`src/rtl/clkgen_pkg.sv`:
```
// clkgen_pkg: shared state encoding and constants for the clock pattern generator
package clkgen_pkg;
   localparam int CLKGEN_W = 16;
   localparam int CLKGEN_MIN_TIME = 1;
   typedef enum logic [1:0] {IDLE, HIGH, LOW} gen_state_t;
endpackage

```
`src/rtl/clkgen_period_cnt.sv`:
```
// clkgen_period_cnt: loadable down-counter that times one phase of the generated clock
module clkgen_period_cnt
   import clkgen_pkg::*;
#(
   parameter int W = CLKGEN_W
) (
   input  logic         clk_fst,
   input  logic         reset_n,
   input  logic         load,
   input  logic [W-1:0] load_val,
   input  logic         dec,
   output logic [W-1:0] cnt,
   output logic         zero
);
   logic [W-1:0] cnt_q, cnt_d;
   always_comb cnt_d = load ? load_val : (dec && cnt_q != '0) ? cnt_q - W'(1) : cnt_q;
   always_ff @(posedge clk_fst or negedge reset_n)
      if (!reset_n) cnt_q <= '0;
      else          cnt_q <= cnt_d;
   assign cnt  = cnt_q;
   assign zero = cnt_q == '0;
endmodule

```
`src/rtl/clock_pattern_gen.sv`:
```
// clock_pattern_gen: programmable high/low-time clock generator with
// config updates deferred to period boundaries
module clock_pattern_gen
   import clkgen_pkg::*;
#(
   parameter int W          = CLKGEN_W,
   parameter int DEFAULT_HT = 2,
   parameter int DEFAULT_LT = 2
) (
   input  logic         clk_fst,
   input  logic         reset_n,
   input  logic         enable,
   input  logic         cfg_valid,
   output logic         cfg_ready,
   input  logic [W-1:0] ht_in,
   input  logic [W-1:0] lt_in,
   output logic         clk_out,
   output logic         period_done,
   output logic [W-1:0] ht_act,
   output logic [W-1:0] lt_act
);
   gen_state_t   state_q, state_d;
   logic [W-1:0] ht_act_q, ht_act_d, lt_act_q, lt_act_d;
   logic [W-1:0] ht_pend_q, ht_pend_d, lt_pend_q, lt_pend_d;
   logic         pend_q, pend_d, cfg_ready_q, cfg_ready_d;
   logic         clk_out_q, clk_out_d, period_done_q, period_done_d;
   logic [W-1:0] cnt, cnt_load_val, ht_cap, lt_cap;
   logic         cnt_zero, cnt_load, xfer, start, to_idle, direct, apply;

   clkgen_period_cnt #(.W(W)) u_cnt (
      .clk_fst (clk_fst),
      .reset_n (reset_n),
      .load    (cnt_load),
      .load_val(cnt_load_val),
      .dec     (state_q != IDLE),
      .cnt     (cnt),
      .zero    (cnt_zero)
   );

   always_ff @(posedge clk_fst or negedge reset_n)
      if (!reset_n) begin
         state_q       <= IDLE;
         ht_act_q      <= W'(DEFAULT_HT);
         lt_act_q      <= W'(DEFAULT_LT);
         ht_pend_q     <= '0;
         lt_pend_q     <= '0;
         pend_q        <= 1'b0;
         cfg_ready_q   <= 1'b1;
         clk_out_q     <= 1'b0;
         period_done_q <= 1'b0;
      end else begin
         state_q       <= state_d;
         ht_act_q      <= ht_act_d;
         lt_act_q      <= lt_act_d;
         ht_pend_q     <= ht_pend_d;
         lt_pend_q     <= lt_pend_d;
         pend_q        <= pend_d;
         cfg_ready_q   <= cfg_ready_d;
         clk_out_q     <= clk_out_d;
         period_done_q <= period_done_d;
      end

   always_comb begin
      state_d = state_q;
      case (state_q)
         IDLE:    state_d = enable ? HIGH : IDLE;
         HIGH:    state_d = cnt_zero ? LOW : HIGH;
         LOW:     state_d = cnt_zero ? (enable ? HIGH : IDLE) : LOW;
         default: state_d = IDLE;
      endcase
   end

   // A transfer lands in the active registers only when idle and not starting;
   // otherwise it waits in the pending registers for the next boundary.
   always_comb begin
      ht_cap       = (ht_in < W'(CLKGEN_MIN_TIME)) ? W'(CLKGEN_MIN_TIME) : ht_in;
      lt_cap       = (lt_in < W'(CLKGEN_MIN_TIME)) ? W'(CLKGEN_MIN_TIME) : lt_in;
      start        = state_d == HIGH && state_q != HIGH;
      to_idle      = state_d == IDLE && state_q != IDLE;
      xfer         = cfg_valid && cfg_ready_q;
      direct       = xfer && state_q == IDLE && !start;
      apply        = pend_q && (start || to_idle);
      ht_act_d     = direct ? ht_cap : apply ? ht_pend_q : ht_act_q;
      lt_act_d     = direct ? lt_cap : apply ? lt_pend_q : lt_act_q;
      ht_pend_d    = (xfer && !direct) ? ht_cap : ht_pend_q;
      lt_pend_d    = (xfer && !direct) ? lt_cap : lt_pend_q;
      pend_d       = (xfer && !direct) || (pend_q && !apply);
      cfg_ready_d  = !pend_d;
      cnt_load     = state_d != state_q && state_d != IDLE;
      cnt_load_val = (state_d == HIGH ? (apply ? ht_pend_q : ht_act_q) : lt_act_q) - W'(1);
   end

   always_comb begin
      clk_out_d     = state_d == HIGH;
      period_done_d = state_d == LOW && (cnt_load ? lt_act_q == W'(1) : cnt == W'(1));
   end

   assign clk_out     = clk_out_q;
   assign period_done = period_done_q;
   assign cfg_ready   = cfg_ready_q;
   assign ht_act      = ht_act_q;
   assign lt_act      = lt_act_q;
endmodule
```
`config.mk`:
```
export PLATFORM = sky130hd
export DESIGN_NAME = clock_pattern_gen
export DESIGN_NICKNAME = d
export VERILOG_FILES = /design/src/rtl/clkgen_pkg.sv /design/src/rtl/clkgen_period_cnt.sv /design/src/rtl/clock_pattern_gen.sv
export SDC_FILE = /design/constraint.sdc
export NUM_CORES = 1
export LEC_CHECK = 0
export CAP_MARGIN = 10
export CORE_ASPECT_RATIO = 1.1
export CORE_MARGIN = 4
export CORE_UTILIZATION = 64
export DETAILED_ROUTE_END_ITERATION = 16
export DONT_BUFFER_PORTS = 1
export GPL_TIMING_DRIVEN = 0
export MAX_ROUTING_LAYER = met4
export PLACE_DENSITY_LB_ADDON = 0.2
export SYNTH_ARGS = -nofsm -noshare
export SYNTH_HDL_FRONTEND = slang
export SYNTH_SLANG_ARGS = --single-unit
```
`constraint.sdc`:
```
create_clock -name clk_fst -period 3.8 [get_ports clk_fst]
set_input_delay 0.57 -clock clk_fst [delete_from_list [all_inputs] [get_ports clk_fst]]
set_output_delay 0.57 -clock clk_fst [all_outputs]
set_load 0.02 [all_outputs]
```
Yosys cells after proc, flatten, opt, wreduce, memory -nomap -nowiden
Index checks and enable logic that the tools add are counted.
{"block": "totals", "out_inout_bits": 35, "word_cells": 61, "input_bits": 36, "ff_bits": 86}
{"block": "op_classes", "mux": 14, "add_sub_neg": 2, "n_reduce_logical": 25, "n_eq_ne": 8, "n_lt_le_gt_ge": 2}
{"op": "two-way mux 16 bit", "count": 9}
{"op": "== test 16 x 1 -> 1 bit, second input constant", "count": 2}
{"op": "less-than comparator 16 x 1 -> 1 bit, second input constant", "count": 2}
{"op": "subtractor 16 x 1 -> 16 bit, second input constant", "count": 2}
{"op": "logical NOT 16 bit", "count": 1}
{"op": "nonzero test 16 bit", "count": 1}
{"op": "logical AND 1 bit", "count": 11}
{"op": "nonzero test 2 bit", "count": 4}
{"op": "case mux 2 bit (3 select lines)", "count": 1}
{"op": "== test 2 x 1 -> 1 bit, second input constant", "count": 2}
{"op": "== test 2 bit, second input constant", "count": 2}
{"op": "logical NOT 1 bit", "count": 4}
{"op": "logical NOT 2 bit", "count": 2}
{"op": "two-way mux 2 bit", "count": 2}
{"op": "logical OR 1 bit", "count": 2}
{"op": "two-way mux 1 bit", "count": 2}
{"op": "!= test 2 x 1 -> 1 bit, second input constant", "count": 1}
{"op": "!= test 2 bit", "count": 1}

Depth between registers and ports, before layout
{"block": "logic_depth", "depth_word": 11, "depth_mapped": 16, "ltp_nobuf": 12}

Modules after synthesis
A second synthesis with hierarchy kept.
{"block": "hier_totals", "hier_cells": 488, "hier_area_um2": 4714.5}
{"mod": "clock_pattern_gen", "cells_per_inst": 376, "area_per_inst_um2": 3718.6, "instances": 1}
{"mod": "clkgen_period_cnt", "cells_per_inst": 112, "area_per_inst_um2": 996.0, "instances": 1}

Least setup slack after synthesis
No wires, ideal clock.
{"block": "synth_path", "kind": "reg-to-reg", "startpoint": "reg u_cnt.cnt_q[0] (netlist: u_cnt.cnt[0])", "endpoint": "reg u_cnt.cnt_q[14] (netlist: u_cnt.cnt[14])", "n_path_buf": 2, "stages_incl_launch_ff": 15, "slack_ns": 0.294, "t_required_ns": 3.669, "setup_ns": 0.131, "arrival_time_ns": 3.374, "synth_period_minus_slack_ns": 3.506, "cell_sequence": "dfrtp_1 -> inv_1 -> ha_1 -> nor4b_2 -> nand4_1 -> a21boi_1 -> clkbuf_1 -> clkbuf_1 -> mux2i_1 -> nand2_1 -> o21ai_0 -> ha_1 -> nand4_1 -> nor2b_1 -> or3_1"}
{"block": "synth_between", "elab_chain_cells": 11}
{"element": "from (decl)", "line_no": "clkgen_period_cnt.sv:15", "rtl": "logic [W-1:0] cnt_q, cnt_d;"}
{"element": "from (signal assigned)", "line_no": "clkgen_period_cnt.sv:19", "rtl": "else cnt_q <= cnt_d;"}
{"element": "logical NOT 16 bit", "line_no": "clkgen_period_cnt.sv:21", "rtl": "assign zero = cnt_q == '0;"}
{"element": "two-way mux 2 bit (on tied branches)", "line_no": "clock_pattern_gen.sv:68, clock_pattern_gen.sv:67"}
{"element": "case mux 2 bit (3 select lines)", "line_no": "clock_pattern_gen.sv:65", "rtl": "case (state_q)"}
{"element": "== test 2 x 1 -> 1 bit or logical NOT 2 bit (tied branches)", "line_no": "clock_pattern_gen.sv:78, clock_pattern_gen.sv:90, clock_pattern_gen.sv:79"}
{"element": "logical AND 1 bit (on tied branches)", "line_no": "clock_pattern_gen.sv:78, clock_pattern_gen.sv:79"}
{"element": "logical OR 1 bit", "line_no": "clock_pattern_gen.sv:82", "rtl": "apply = pend_q && (start || to_idle);"}
{"element": "logical AND 1 bit", "line_no": "clock_pattern_gen.sv:82"}
{"element": "two-way mux 16 bit (2 in series)", "line_no": "clock_pattern_gen.sv:90", "rtl": "cnt_load_val = (state_d == HIGH ? (apply ? ht_pend_q : ht_act_q) : lt_act_q) - W'(1);"}
{"element": "subtractor 16 x 1 -> 16 bit", "line_no": "clock_pattern_gen.sv:90"}
{"element": "two-way mux 16 bit", "line_no": "clkgen_period_cnt.sv:16", "rtl": "always_comb cnt_d = load ? load_val : (dec && cnt_q != '0) ? cnt_q - W'(1) : cnt_q;"}
Several ways; a longest one is shown, not always the timed one. The select of a mux whose other input is x is not followed.
A chain may end at the register's enable or synchronous reset.

Worst setup path in the final report
{"block": "layout_path", "startpoint": "reg u_cnt.cnt_q[0] (netlist: u_cnt.cnt[0])", "endpoint": "reg u_cnt.cnt_q[15] (netlist: u_cnt.cnt[15])"}
The elaborated chain is that of the path after synthesis.

==> key figures <==
Floorplan
  – Die Height: 101.2 um
  – Starting Density: 66.95%
  – Die width: 92.77 um
  – Core ar.: 7556 um^2
  – Top-Level Pins: 71
  – Die Area: 9392 um^2
  – Std cell rows: 33

Critical path
  – Reg2reg setup slack: 250 ps
  – Worst r2r src: u_cnt.cnt[0]
  – CP Max Fanout: 8
  – WP data arrival: 3830 ps
  – Critical Path, Cell by Cell: inv_1 > ha_1 > nor4b_4 > and4_1 > buf_4 > mux2_4 > a2111o_1 > o32ai_4 > nand4_4 > or4b_1 > a31oi_1
  – Worst path slowest cell: or4b_1
  – Max incr delay on CP: 510 ps
  – Req. time, crit path: 4080 ps
  – Crit. End Element: flip-flop
  – Worst R2R End: u_cnt.cnt[15]
  – Worst R2R Path Depth: 11
  – Setup CP Type: flip-flop to flip-flop
  – Startpoint types: flip-flop

Timing
  – Layout Skew: 9.430 ps
  – Slew margin rel.: 49.18%
  – RSZ-0062 raised after global routing: no
  – Post-layout min period: 3550 ps
  – Worst setup margin: 249.8 ps
  – Period utilization: 93.43%
  – Final setup fails: 0
  – Worst slew pin tran: 760.7 ps
  – Max Clk Rate: 281.7 MHz
  – Final slew viol count: 0
  – Fin. Hold Viols: 0

Global routing
  – First-pass GRT wire length: 22810 um
  – Vias in the first global route: 4260
  – Largest net degree at the start of global routing: 84
  – Total congestion overflow: 0
  – All-Layer GR Usage: 32.43%
  – Initial antenna violation count: 0

Synthesis
  – EDFF count, synth: 0
  – Sequential cell area fraction in the yosys report: 42.62%
  – Netlist Area Pre-Place: 5059 um^2
  – Mean Syn Cell Area: 9.654 um^2
  – Asr flop ratio synth: 100.0%
  – Ys Warns: 0
  – Synth top cells by count: 83 x dfrtp_1, 50 x nor2_1, 42 x nand2_1
  – Syn_nets: 564
  – Post-synthesis register bit count: 86
  – Number of distinct library cells after synthesis: 72
  – Mapped Cells: 524
  – Top cell type by total area after synthesis: dfrtp_1
  – Count leader, synth: dfrtp_1
  – Area share of the largest cell type after synthesis: 41.06%
  – Ys flop type: dfrtp_1
  – Area contributors post-synth: dfrtp_1 41%, mux2_2 7.1%, mux2i_1 4.6%, nor2_1 3.7%, nand2_1 3.1%

CTS
  – CTS Buffer Depth: 2
  – Clk pin slew, worst setup/hold paths: 90 ps
  – Worst skew pair latency: 360 ps
  – TritonCTS clock tree: built
  – Inserted Clock Buffers: 9
  – Clock Tree Root: clkbuf_8
  – H-tree Lvls: 3
  – Clock sink count: 86

Power
  – Pwr dens: 506.0 nW/um^2
  – LEAKAGE: 2.213 nW
  – VDD IR-drop max: 0.3975 mV
  – Total power: 2.763 mW

Hold path
  – Hold Path Class: input port to asynchronous set/reset pin

Route
  – DRC: 0
  – Vias: 4402
  – DR pass1 iterations: 6
  – 1st-iter DRT viols: 397
  – WL/cell: 22.04 um
  – Antenna-violating nets left: 0
  – Final WL: 14240 um
  – Routed vias/inst: 6.814

Final layout
  – Share of cells above drive strength 1: 15.16%
  – Area delta synth->final: 7.940%
  – Post-route core utilization: 72.26%
  – Final-stage net count: 577
  – # diodes: 0
  – Fin area: 5460 um^2

Placed design
  – Pre-CTS WS: -645.0 ps
  – Port Buf Inserts: 0
  – DP Wirelength: 10350 um
  – Placed inst area: 5190 um^2
  – Routability cong.: 0.9828

Flow run
  – MaxCap Viol Count: 0

Outcome
  – Status: complete, no violations
worst max-delay path: cells and delay by family, from the launching register on:
kind	cells	cell delay [ps]
AO/OA/AOI/OAI	3	990
adder cells (fa/ha/maj)	1	200
buffers and inverters	2	300
flip-flops	1	460
multiplexers	1	380
AND/OR/NAND/NOR	4	1120
cell type report:
class                   count  area, um^2
multi-input cells         390        2724
flip-flops and latches     86        2156
fillers                   581        2096
well taps                 105       131.4
plain buffers              27       130.1
clock buffers               9       123.9
inverters                  19       73.82
clock inverters             6       71.32
repair buffers              4       50.05
flip-flops by register name (all words and copies together), names as in the netlist:
register     flops
ht_act          16
ht_pend_q       16
lt_act          16
lt_pend_q       16
u_cnt.cnt       16
state_q          2
cfg_ready        1
clk_out          1
pend_q           1
period_done      1
routing by layer:
metal | share of wire [%] | vias up | global-route usage [%] | routed length (um)
met1 | 41 | 2204 | 41.31 | 5870
met2 | 49 | 189 | 53.80 | 6963
li1 | - | 1979 | - | -
met4 | 2.1 | 0 | 9.132 | 294
met3 | 7.8 | 30 | 5.498 | 1109
met5 | 0 | - | - | 0
cell usage in the layout, fill, tap and decap left out, types with 4 or more instances in the layout:
cell	n
o221ai_1	9
o211ai_1	4
a211oi_1	7
nor2b_1	8
o21ai_0	30
xnor2_1	9
dfrtp_1	83
clkbuf_8	9
or3_1	5
nand3_1	10
and4_1	4
and3_1	5
buf_2	5
clkbuf_1	15
xor2_1	8
a31oi_1	9
a221o_1	5
nand4_1	5
inv_1	17
mux2_2	32
nor2_1	50
a21oi_1	20
nor4_1	11
nor3_1	16
a32oi_1	4
mux2i_1	23
nand2_1	42
buf_4	4
where the power goes:
part           internal, mW  leakage [nW]  total [mW]  switching [mW]
clock                 0.305        0.0919       0.660           0.355
combinational         0.308          1.12       0.577           0.269
sequential             1.19          1.00        1.53           0.333
per-stage QoR:
step	hold WS, ps	setup TNS (ps)	instances
after detailed placement	276.6	-2848	629
after global routing	28.73	0	646
after CTS	35.84	0	645
after floorplan	274.4	0	524
after global placement	276.5	-2968	629
final	44.47	0	646
timing repair:
| action | 4_1_cts | 5_1_grt |
|---|---|---|
| hold buffers | 1 | 0 |
| setup buffers | 1 | 2 |
| pin swaps | 1 | 1 |
| hold endpoints to repair | 83 | 0 |
| setup endpoints to repair | 8 | 6 |
| gates resized for setup | 8 | 8 |
worst max-delay path by stage:
stage / from / to / slack (ps) / depth (start not counted)
6_report: u_cnt.cnt[0] / u_cnt.cnt[15] / 250 / 11
4_1_cts: u_cnt.cnt[0] / u_cnt.cnt[14] / 9 / 14
3_3_place_gp: u_cnt.cnt[0] / u_cnt.cnt[14] / -670 / 14
5_1_grt: u_cnt.cnt[0] / u_cnt.cnt[14] / 20 / 14
3_5_place_dp: u_cnt.cnt[0] / u_cnt.cnt[14] / -640 / 14
2_1_floorplan: u_cnt.cnt[0] / u_cnt.cnt[14] / 290 / 14
logic make-up after synthesis:
family	Yosys count	share of synthesized area, %
adder cells (fa/ha/maj)	4	0.9894
AO/OA/AOI/OAI	131	18.70
multiplexers	56	11.97
buffers and inverters	48	3.834
flip-flops	86	42.62
AND/OR/NAND/NOR	182	18.95
XOR/XNOR	17	2.944
No activity file was read; power rests on OpenSTA's default activity.
